[src/rtl/pixel_buf_pkg.sv]
// Shared constants and writer FSM encoding for the frame-buffer pixel path.
package pixel_buf_pkg;

    localparam int ADDR_W = 16;
    localparam int WORD_W = 16;
    localparam int PIX_W  = 8;

    localparam logic SRAM_RW_READ      = 1'b1;
    localparam logic SRAM_RW_WRITE     = 1'b0;
    localparam logic SRAM_START_ACTIVE = 1'b0;

    // SRAM issue FSM of the pixel writer; 2'b11 is unused and recovers to S_IDLE.
    typedef enum logic [1:0] {
        S_IDLE  = 2'b00,
        S_ISSUE = 2'b01,
        S_WAIT  = 2'b10
    } wr_state_e;

endpackage

[src/rtl/pixel_word_fifo.sv]
// Small synchronous word FIFO between the pixel packer and the SRAM issue FSM.
// Read/write pointers carry one extra wrap bit so full and empty are distinguishable.
module pixel_word_fifo
    import pixel_buf_pkg::*;
#(
    parameter int DEPTH = 4
) (
    input  logic              clk,
    input  logic              rst_n,
    input  logic              push,
    input  logic              pop,
    input  logic [WORD_W-1:0] din,
    output logic [WORD_W-1:0] dout,
    output logic              full,
    output logic              empty
);

    localparam int AW = $clog2(DEPTH);

    logic [AW:0]       wr_ptr_q, wr_ptr_d;
    logic [AW:0]       rd_ptr_q, rd_ptr_d;
    logic [WORD_W-1:0] mem_q [DEPTH];
    logic              push_ok, pop_ok;

    assign empty   = (wr_ptr_q == rd_ptr_q);
    assign full    = (wr_ptr_q[AW] != rd_ptr_q[AW]) &&
                     (wr_ptr_q[AW-1:0] == rd_ptr_q[AW-1:0]);
    assign push_ok = push & ~full;
    assign pop_ok  = pop & ~empty;
    assign dout    = mem_q[rd_ptr_q[AW-1:0]];

    // Advance pointers on accepted push/pop; both may happen in one cycle.
    always_comb begin
        wr_ptr_d = wr_ptr_q + {{AW{1'b0}}, push_ok};
        rd_ptr_d = rd_ptr_q + {{AW{1'b0}}, pop_ok};
    end

    // Pointer registers; reset leaves the FIFO empty.
    always_ff @(posedge clk or negedge rst_n) begin
        if (!rst_n) begin
            wr_ptr_q <= '0;
            rd_ptr_q <= '0;
        end else begin
            wr_ptr_q <= wr_ptr_d;
            rd_ptr_q <= rd_ptr_d;
        end
    end

    // Storage array; contents are don't-care while empty, so no reset.
    always_ff @(posedge clk) begin
        if (push_ok) begin
            mem_q[wr_ptr_q[AW-1:0]] <= din;
        end
    end

endmodule

[src/rtl/pixel_writer.sv]
// Packs a pixel stream into 16-bit words (even pixel low byte) and writes them
// to consecutive SRAM word addresses through the start/ready handshake.
module pixel_writer
    import pixel_buf_pkg::*;
#(
    parameter int               FIFO_DEPTH = 4,
    parameter logic [PIX_W-1:0] PAD_BYTE   = 8'h00
) (
    input  logic              clk,
    input  logic              reset,
    input  logic              frame_start,
    input  logic [ADDR_W-1:0] base_addr,
    input  logic [PIX_W-1:0]  pixel_in,
    input  logic              pixel_valid,
    output logic              pixel_ready,
    input  logic              flush,
    output logic              busy,
    output logic              done,
    output logic [ADDR_W-1:0] sram_addr,
    output logic [WORD_W-1:0] sram_data_out,
    output logic              sram_rw,
    output logic              sram_start,
    input  logic              sram_ready
);

    wr_state_e         state_q, state_d;
    logic [PIX_W-1:0]  half_reg_q, half_reg_d;
    logic              half_valid_q, half_valid_d;
    logic              flush_pending_q, flush_pending_d;
    logic [ADDR_W-1:0] addr_cnt_q, addr_cnt_d;
    logic [ADDR_W-1:0] sram_addr_q, sram_addr_d;
    logic [WORD_W-1:0] sram_data_q, sram_data_d;
    logic              sram_start_q, sram_start_d;

    logic              fifo_push, fifo_pop, fifo_full, fifo_empty;
    logic [WORD_W-1:0] fifo_din, fifo_dout;
    logic              px_xfer, frame_load, drain_done;

    // Stall only when a full word is waiting on a full FIFO, or while draining.
    assign pixel_ready = ~(half_valid_q & fifo_full) & ~flush_pending_q;
    assign px_xfer     = pixel_valid & pixel_ready;
    assign busy        = half_valid_q | ~fifo_empty | (state_q != S_IDLE) | flush_pending_q;
    assign frame_load  = frame_start & ~busy;
    assign drain_done  = flush_pending_q & ~half_valid_q & fifo_empty & (state_q == S_IDLE);

    assign done          = drain_done;
    assign sram_addr     = sram_addr_q;
    assign sram_data_out = sram_data_q;
    assign sram_start    = sram_start_q;
    assign sram_rw       = SRAM_RW_WRITE;

    pixel_word_fifo #(
        .DEPTH (FIFO_DEPTH)
    ) u_fifo (
        .clk   (clk),
        .rst_n (reset),
        .push  (fifo_push),
        .pop   (fifo_pop),
        .din   (fifo_din),
        .dout  (fifo_dout),
        .full  (fifo_full),
        .empty (fifo_empty)
    );

    // Packer and flush control: pair pixels into words, pad an odd tail on flush.
    always_comb begin
        half_reg_d      = half_reg_q;
        half_valid_d    = half_valid_q;
        flush_pending_d = (flush_pending_q & ~drain_done) | flush;
        fifo_push       = 1'b0;
        fifo_din        = {pixel_in, half_reg_q};
        if (frame_load) begin
            half_valid_d = 1'b0;
        end
        // A pixel arriving with the flush pulse is packed before the flush acts.
        if (px_xfer) begin
            if (half_valid_q) begin
                fifo_push    = 1'b1;
                fifo_din     = {pixel_in, half_reg_q};
                half_valid_d = 1'b0;
            end else begin
                half_reg_d   = pixel_in;
                half_valid_d = 1'b1;
            end
        end else if (flush_pending_q && half_valid_q && !fifo_full) begin
            fifo_push    = 1'b1;
            fifo_din     = {PAD_BYTE, half_reg_q};
            half_valid_d = 1'b0;
        end
    end

    // SRAM issue FSM: present word, one-cycle start strobe, wait for ready.
    always_comb begin
        state_d      = state_q;
        addr_cnt_d   = addr_cnt_q;
        sram_addr_d  = sram_addr_q;
        sram_data_d  = sram_data_q;
        sram_start_d = sram_start_q;
        fifo_pop     = 1'b0;
        if (frame_load) begin
            addr_cnt_d = base_addr;
        end
        case (state_q)
            S_IDLE: begin
                if (!fifo_empty) begin
                    sram_addr_d  = addr_cnt_q;
                    sram_data_d  = fifo_dout;
                    sram_start_d = SRAM_START_ACTIVE;
                    state_d      = S_ISSUE;
                end
            end
            S_ISSUE: begin
                sram_start_d = ~SRAM_START_ACTIVE;
                state_d      = S_WAIT;
            end
            S_WAIT: begin
                if (sram_ready) begin
                    fifo_pop   = 1'b1;
                    addr_cnt_d = addr_cnt_q + ADDR_W'(1);
                    state_d    = S_IDLE;
                end
            end
            default: begin
                sram_start_d = ~SRAM_START_ACTIVE;
                state_d      = S_IDLE;
            end
        endcase
    end

    // Control and SRAM interface registers; reset abandons any transaction.
    always_ff @(posedge clk or negedge reset) begin
        if (!reset) begin
            state_q         <= S_IDLE;
            half_valid_q    <= 1'b0;
            flush_pending_q <= 1'b0;
            addr_cnt_q      <= '0;
            sram_addr_q     <= '0;
            sram_data_q     <= '0;
            sram_start_q    <= ~SRAM_START_ACTIVE;
        end else begin
            state_q         <= state_d;
            half_valid_q    <= half_valid_d;
            flush_pending_q <= flush_pending_d;
            addr_cnt_q      <= addr_cnt_d;
            sram_addr_q     <= sram_addr_d;
            sram_data_q     <= sram_data_d;
            sram_start_q    <= sram_start_d;
        end
    end

    // Held pixel byte; only meaningful while half_valid_q is set.
    always_ff @(posedge clk) begin
        half_reg_q <= half_reg_d;
    end

endmodule

[config.mk]
export PLATFORM = sky130hd
export DESIGN_NAME = pixel_writer
export DESIGN_NICKNAME = d
export VERILOG_FILES = /design/src/rtl/pixel_buf_pkg.sv /design/src/rtl/pixel_word_fifo.sv /design/src/rtl/pixel_writer.sv
export SDC_FILE = /design/constraint.sdc
export NUM_CORES = 1
export LEC_CHECK = 0
export ABC_AREA = 0
export CORE_MARGIN = 4
export CORE_UTILIZATION = 45
export CTS_BUF_LIST = sky130_fd_sc_hd__clkbuf_8
export DETAILED_ROUTE_END_ITERATION = 8
export DONT_BUFFER_PORTS = 1
export PLACE_DENSITY = 0.59
export SYNTH_ARGS = -nofsm -noshare
export SYNTH_HDL_FRONTEND = slang
export SYNTH_HIERARCHICAL = 1
export SYNTH_SLANG_ARGS = --single-unit
[constraint.sdc]
create_clock -name clk -period 4.4 [get_ports clk]
set_input_delay 0.88 -clock clk [delete_from_list [all_inputs] [get_ports clk]]
set_output_delay 0.88 -clock clk [all_outputs]
set_load 0.005 [all_outputs]
* After elaboration in Yosys (flattened, before gate mapping)
Memory sizes are Yosys's and may differ from the RTL's. A register that Yosys moved wholly into a read port is not among the register bits. Cells that the tools add are included.
Operators by class: bitwise gates (word level) 22, multiplexer cells 21, $add $sub $neg 3, eq/ne operators 7, reductions and logical operators 12
Operator list (count):
- $mux 16 | 5
- $add 16x1->16 const B | 1
- $mux 1 | 12
- $and 1x1->1 | 10
- $not 1->1 | 8
- $reduce_and 2->1 | 4
- $add 3x1->3 | 2
- $pmux 2 s3 | 1
- $mux 2 | 2
- $ne 2x2->1 const B | 2
- $or 1x1->1 | 4
- $eq 3x3->1 | 1
- $logic_and 1x1->1 | 3
- $reduce_bool 3->1 | 1
- $eq 2x1->1 const B | 1
- $eq 2x2->1 | 1
- $eq 2x2->1 const B | 1
- $logic_not 1->1 | 2
- $logic_not 2->1 | 1
- $pmux 1 s2 | 1
- $reduce_bool 2->1 | 1
- $ne 1x1->1 | 1
Storage, ports and cells: logic and storage cells 75, memories kept 1, bits in writable memories 64, bits of input ports 30, flip-flop bits (word level) 51
Memory list:
- u_fifo.mem_q | words 4, bits a word 16, rd ports 1, clocked after memory_dff 1, write ports 1, RTL line pixel_word_fifo.sv:22 | logic [WORD_W-1:0] mem_q [DEPTH];

* Longest topological paths before layout
depth after elaboration 10, depth in mapped cells 8, gate-level depth less buffers 7

* Modules after synthesis
Netlist, hierarchy kept.
By module, submodules not included:
- pixel_writer | cells an instance 217, instances 1, area an instance 2726.4 um2, sequential area each 1567.8 um2
- pixel_word_fifo | cells an instance 115, instances 1, area an instance 2711.4 um2, sequential area each 2072.0 um2

* Worst setup path before layout
No wires, ideal clock.
kind flip-flop to flip-flop, from register u_fifo.rd_ptr_q[1], to memory u_fifo.mem_q[2][0] (enable), arrival time 2.794 ns, buffers on the path 1, cell stages (with the launch flop) 7, setup time 0.419 ns, path slack 1.187 ns, required time 3.981 ns, cell sequence dfrtp_1 -> buf_2 -> xor2_1 -> nor3_1 -> nor3b_1 -> nand2_1 -> a311oi_1
Between the ends: longest elaborated chain between the ends 10, elaborated cells between the ends (all ways) 14
RTL lines:
- from (decl) | RTL line pixel_word_fifo.sv:21 | logic [AW:0] rd_ptr_q, rd_ptr_d;
- from (signal assigned) | RTL line pixel_word_fifo.sv:45 | rd_ptr_q <= rd_ptr_d;
- $eq 2x2->1 (*) | RTL line pixel_word_fifo.sv:27 | (wr_ptr_q[AW-1:0] == rd_ptr_q[AW-1:0]);
- $logic_and 1x1->1 (*) | RTL line pixel_word_fifo.sv:26 | assign full = (wr_ptr_q[AW] != rd_ptr_q[AW]) &&
- via fifo_full | RTL line pixel_writer.sv:35 | logic fifo_push, fifo_pop, fifo_full, fifo_empty;
- $and 1x1->1 | RTL line pixel_writer.sv:40 | assign pixel_ready = ~(half_valid_q & fifo_full) & ~flush_pending_q;
- $not 1->1 | RTL line pixel_writer.sv:40
- $and 1x1->1 | RTL line pixel_writer.sv:40
- $and 1x1->1 | RTL line pixel_writer.sv:41 | assign px_xfer = pixel_valid & pixel_ready;
- $mux 1 (*) | RTL line pixel_writer.sv:76 | if (px_xfer) begin
- via fifo_push | RTL line pixel_writer.sv:35
- $and 1x1->1 (*) | RTL line pixel_word_fifo.sv:28 | assign push_ok = push & ~full;
- $mux 1 (*) | RTL line pixel_word_fifo.sv:51 | if (push_ok) begin
- $mux 1 (not written as such) (*) | RTL line pixel_word_fifo.sv:52 | mem_q[wr_ptr_q[AW-1:0]] <= din;
- to (decl) | RTL line pixel_word_fifo.sv:22
The timed path passes the listed nets; every way through them passes the cells marked *.

* Worst setup path in the final report
from register u_fifo.rd_ptr_q[2], to output busy
Between the ends: longest elaborated chain between the ends 5
RTL lines:
- $eq 3x3->1 | RTL line pixel_word_fifo.sv:25 | assign empty = (wr_ptr_q == rd_ptr_q);
- via fifo_empty | RTL line pixel_writer.sv:35
- $not 1->1 (no line)
- $or 1x1->1 (3 in a row) | RTL line pixel_writer.sv:42 | assign busy = half_valid_q | ~fifo_empty | (state_q != S_IDLE) | flush_pending_q;
- to (decl) | RTL line pixel_writer.sv:17 | output logic busy,
The timed path passes the listed nets, and every way through them passes these cells.

==> impl_metrics.yaml <==
timing:
  slew_viol_final: 0
  timing.final.hold_violations: 0
  max-slew-margin-rel_pct: 41.6
  slew_at_the_pin_closest_to_its_max_slew_limit_ps: 877
  worst_slack_ps: 974
  post-route-min-period_ps: 3430
  final.setup_skew_ps: 11.9
  grt_setup_unrepaired: "false"
  fmax_mhz: 292
  worst_hold_margin_ps: 127
  finalSetupTns_ps: 0
  layout_worst_path_cycle_share_pct: 77.9
  final-setup-viol-count: 0
detailed_routing:
  routed.top_layer: "met4"
  drt_pass1_iterations: 4
  drtAntennaViolNets: 0
  first_iteration_detailed_routing_drc_count: 203
  wl_per_cell_um: 20.7
  via_per_inst: 5.83
  finalWirelength_mm: 10.3
  met1_length_mm: 4.58
  route.detailed.drc: 0
  met2WireLength_mm: 5.07
  met3_wirelength_um: 515
  num_vias: 2907
logic_synthesis:
  main_combinational_cell_family_by_area_after_synthesis: "multiplexers"
  synth_warnings: 6
  netlist_area_mm2: 0.00544
  post_synth_inst_count: 332
  ys_ff_latch: 131
  sequential_element_share_of_the_synthesized_area_pct: 66.9
  synthXorXnorAreaFrac_pct: 1.59
  async_flop_share_pct: 45.0
  ys_types: 64
  synth_area_in_compound_gates_pct: 5.94
  synth-edff-count: 72
  post_synth_fa_ha_maj_area_fraction_pct: 1.15
  number_of_nets_produced_by_synthesis: 367
  synth-main-ff-cell: "sky130_fd_sc_hd__edfxtp_1"
  portion_of_netlist_area_occupied_by_mux_cells_pct: 13.9
  synth-simple-area-share_pct: 8.10
  postSynthAreaPerCell_um2: 16.4
clock_tree:
  cts_tree: "yes"
  clock_slew_at_the_register_clock_pins_of_the_worst_setup_and_hold_paths_ps: 70
  hold_buf_cts: 0
  cts_post_setup_buffers_inserted: 0
  numCtsBuffers: 17
  tritoncts_num_sinks: 131
  cts_repair_resize_count: 0
  root_buffer: "sky130_fd_sc_hd__clkbuf_8"
  clock_latency_ps: 440
  cts_htree_levels: 4
  cts_buffer_depth: 2
power_and_ir_drop:
  netSwitchingPower_mw: 1.28
  static-leakage-power_nw: 2.19
  p_comb_share_pct: 28.4
  power_report.internal_total_mw: 2.78
  seq_power_share_pct: 46.9
  ir_worst_vdd_mv: 0.322
  switching_share_pct: 31.5
  power_per_cell_area_mw_per_mm2: 678
  power_frac_clock_pct: 24.7
worst_setup_path:
  r2r_setup_slack_ps: 1390
  worstPathMaxFanout: 5
  cp-end-kind: "output pin"
  timing.reg2reg.worst_path_depth: 6
  regToRegEndpoint: "u_fifo/mem_q[2][4]"
  required_ps: 3520
  crit_arrival_ps: 2550
  worstSetupPathType: "reg2out"
  worstReg2RegStart: "u_fifo/wr_ptr_q[0]"
  worstSetupStartpointType: "flip-flop"
die:
  design.die.area_mm2: 0.0139
  design.core.area_mm2: 0.0116
  die_width_um: 118
  top_level_ports: 67
  die_height_um: 118
  placement_rows: 39
  initial_core_util_pct: 46.8
grt:
  grtUsageTotal_pct: 15.8
  first_global_vias: 2982
  global_route_wire_length_before_repair_mm: 16.8
  grt_max_degree: 60
  grt_antenna_before_repair: 0
  grt_remaining_overflow: 0
finish:
  layout.core_utilization_pct: 51.5
  final_design_area_no_fill_mm2: 0.00598
  fillCellCount: 963
  multi_input_combinational_cell_area_mm2: 0.00170
  fin_nets: 378
  fraction_of_layout_instances_using_a_drive_strength_above_1_pct: 27.0
  seqCellArea_mm2: 0.00364
  flow.area_growth_from_synthesis_pct: 10.0
  antenna_cells_inserted: 0
placement:
  place.detailed.hpwl_mm: 6.66
  portBuffers: 0
  placement.cell_area_mm2: 0.00559
  dp_slack_ps: 1410
  finalWeightedCongestion: 0.766
worst_hold_path:
  worst_hold_path_type: "in2async"
status:
  outcome: "complete, no violations"
job:
  maxCapViolations: 0
==> power groups by stage <==
stage | combinational (mW) | clock [mW] | sequential (mW)
CTS | 1.17 | 1.04 | 1.91
global placement | 1.15 | 0 | 1.92
floorplan | 0.988 | 0 | 1.82
global route | 1.28 | 1.09 | 1.95
detailed placement | 1.17 | 0 | 1.93
finish | 1.15 | 1.00 | 1.90
==> stage by stage <==
stage	total power, mW	cells
2_1_floorplan	2.81	332
3_3_place_gp	3.07	467
3_5_place_dp	3.10	467
4_1_cts	4.12	499
5_1_grt	4.31	499
6_report	4.06	499
==> worst max-delay path: stages (launching register included) <==
cell and delay [ps]:
sky130_fd_sc_hd__dfrtp_1 420, sky130_fd_sc_hd__xor2_1 250, sky130_fd_sc_hd__nor3_1 470, sky130_fd_sc_hd__nor4b_1 670, sky130_fd_sc_hd__or2b_1 300
==> cell usage after synthesis, drive strengths merged (3+ instances only) <==
library cell / n / area [um^2]
a211oi: 4 / 35.0
a21oi: 6 / 33.8
a311oi: 3 / 26.3
a31oi: 5 / 31.3
and2: 9 / 56.3
and3: 4 / 26.3
buf: 13 / 104
clkbuf: 3 / 12.5
dfrtp: 58 / 1450
edfxtp: 72 / 2160
ha: 5 / 62.6
mux2: 33 / 372
mux4: 16 / 387
nand2: 15 / 58.8
nand3: 7 / 40.0
nand3b: 3 / 26.3
nor2: 14 / 60.1
nor3: 5 / 30.0
nor3b: 4 / 30.0
o21ai: 9 / 48.8
or4: 3 / 22.5
xnor2: 3 / 33.8
xor2: 6 / 52.6
==> state kept, by name, summed over array words and instances (netlist names), 2 cells and up <==
name and cells:
sram_data_out 16, half_reg_q 8, addr_cnt_q 16, u_fifo/rd_ptr_q 3, sram_addr 16, u_fifo/mem_q 64
state_q 2, u_fifo/wr_ptr_q 3
==> kinds of logic after synthesis <==
logic type,after synthesis
DFF,131
and+or+nand+nor,75
other,1
adders and majority gates,5
muxes,49
AOI/OAI and AO/OA,44
xor gates and xnor gates,9
buffers and inverters,18
==> layout make-up <==
cell class | count | area share, %
flip-flops and latches | 131 | 60.8
multi-input cells | 183 | 28.4
clock buffers | 18 | 4.14
well taps | 143 | 2.99
clock inverters | 14 | 2.51
repair buffers | 8 | 1.00
inverters | 2 | 0.125
==> worst max path at each step <==
stage | slack (ps) | endpoint | start | depth (start not counted)
2_1_floorplan | 1190 | u_fifo/mem_q[2][0] | u_fifo/rd_ptr_q[1] | 6
3_3_place_gp | 1450 | busy | u_fifo/rd_ptr_q[2] | 4
3_5_place_dp | 1410 | u_fifo/mem_q[2][4] | u_fifo/wr_ptr_q[0] | 6
4_1_cts | 920 | busy | u_fifo/rd_ptr_q[2] | 4
5_1_grt | 790 | busy | u_fifo/rd_ptr_q[2] | 4
6_report | 970 | busy | u_fifo/rd_ptr_q[2] | 4
==> routing by layer <==
layer,track usage [%],vias to the layer above
met1,20.5,1514
met3,5.72,13
met2,24.5,62
met4,5.57,0
met5,0,-
li1,-,1318
==> placed cells by master, fill, tap and decap left out, types with 3 or more instances in the layout <==
master                      instances
sky130_fd_sc_hd__mux4_2             9
sky130_fd_sc_hd__or4_1              3
sky130_fd_sc_hd__a211oi_1           3
sky130_fd_sc_hd__nand2_1           14
sky130_fd_sc_hd__ha_1               5
sky130_fd_sc_hd__nor3_1             4
sky130_fd_sc_hd__a21oi_1            5
sky130_fd_sc_hd__and3_1             3
sky130_fd_sc_hd__buf_4              8
sky130_fd_sc_hd__dfrtp_1           58
sky130_fd_sc_hd__mux2_2            33
sky130_fd_sc_hd__a31oi_1            3
sky130_fd_sc_hd__nand3_1            6
sky130_fd_sc_hd__clkbuf_8          18
sky130_fd_sc_hd__bufinv_16          3
sky130_fd_sc_hd__mux4_1             7
sky130_fd_sc_hd__clkinv_2           3
sky130_fd_sc_hd__clkinv_4           3
sky130_fd_sc_hd__nor3b_1            4
sky130_fd_sc_hd__o21ai_0            6
sky130_fd_sc_hd__edfxtp_1          72
sky130_fd_sc_hd__and2_1             9
sky130_fd_sc_hd__xor2_1             6
sky130_fd_sc_hd__inv_1              7
sky130_fd_sc_hd__nor2_1            13
(Power assumes the default switching activity.)
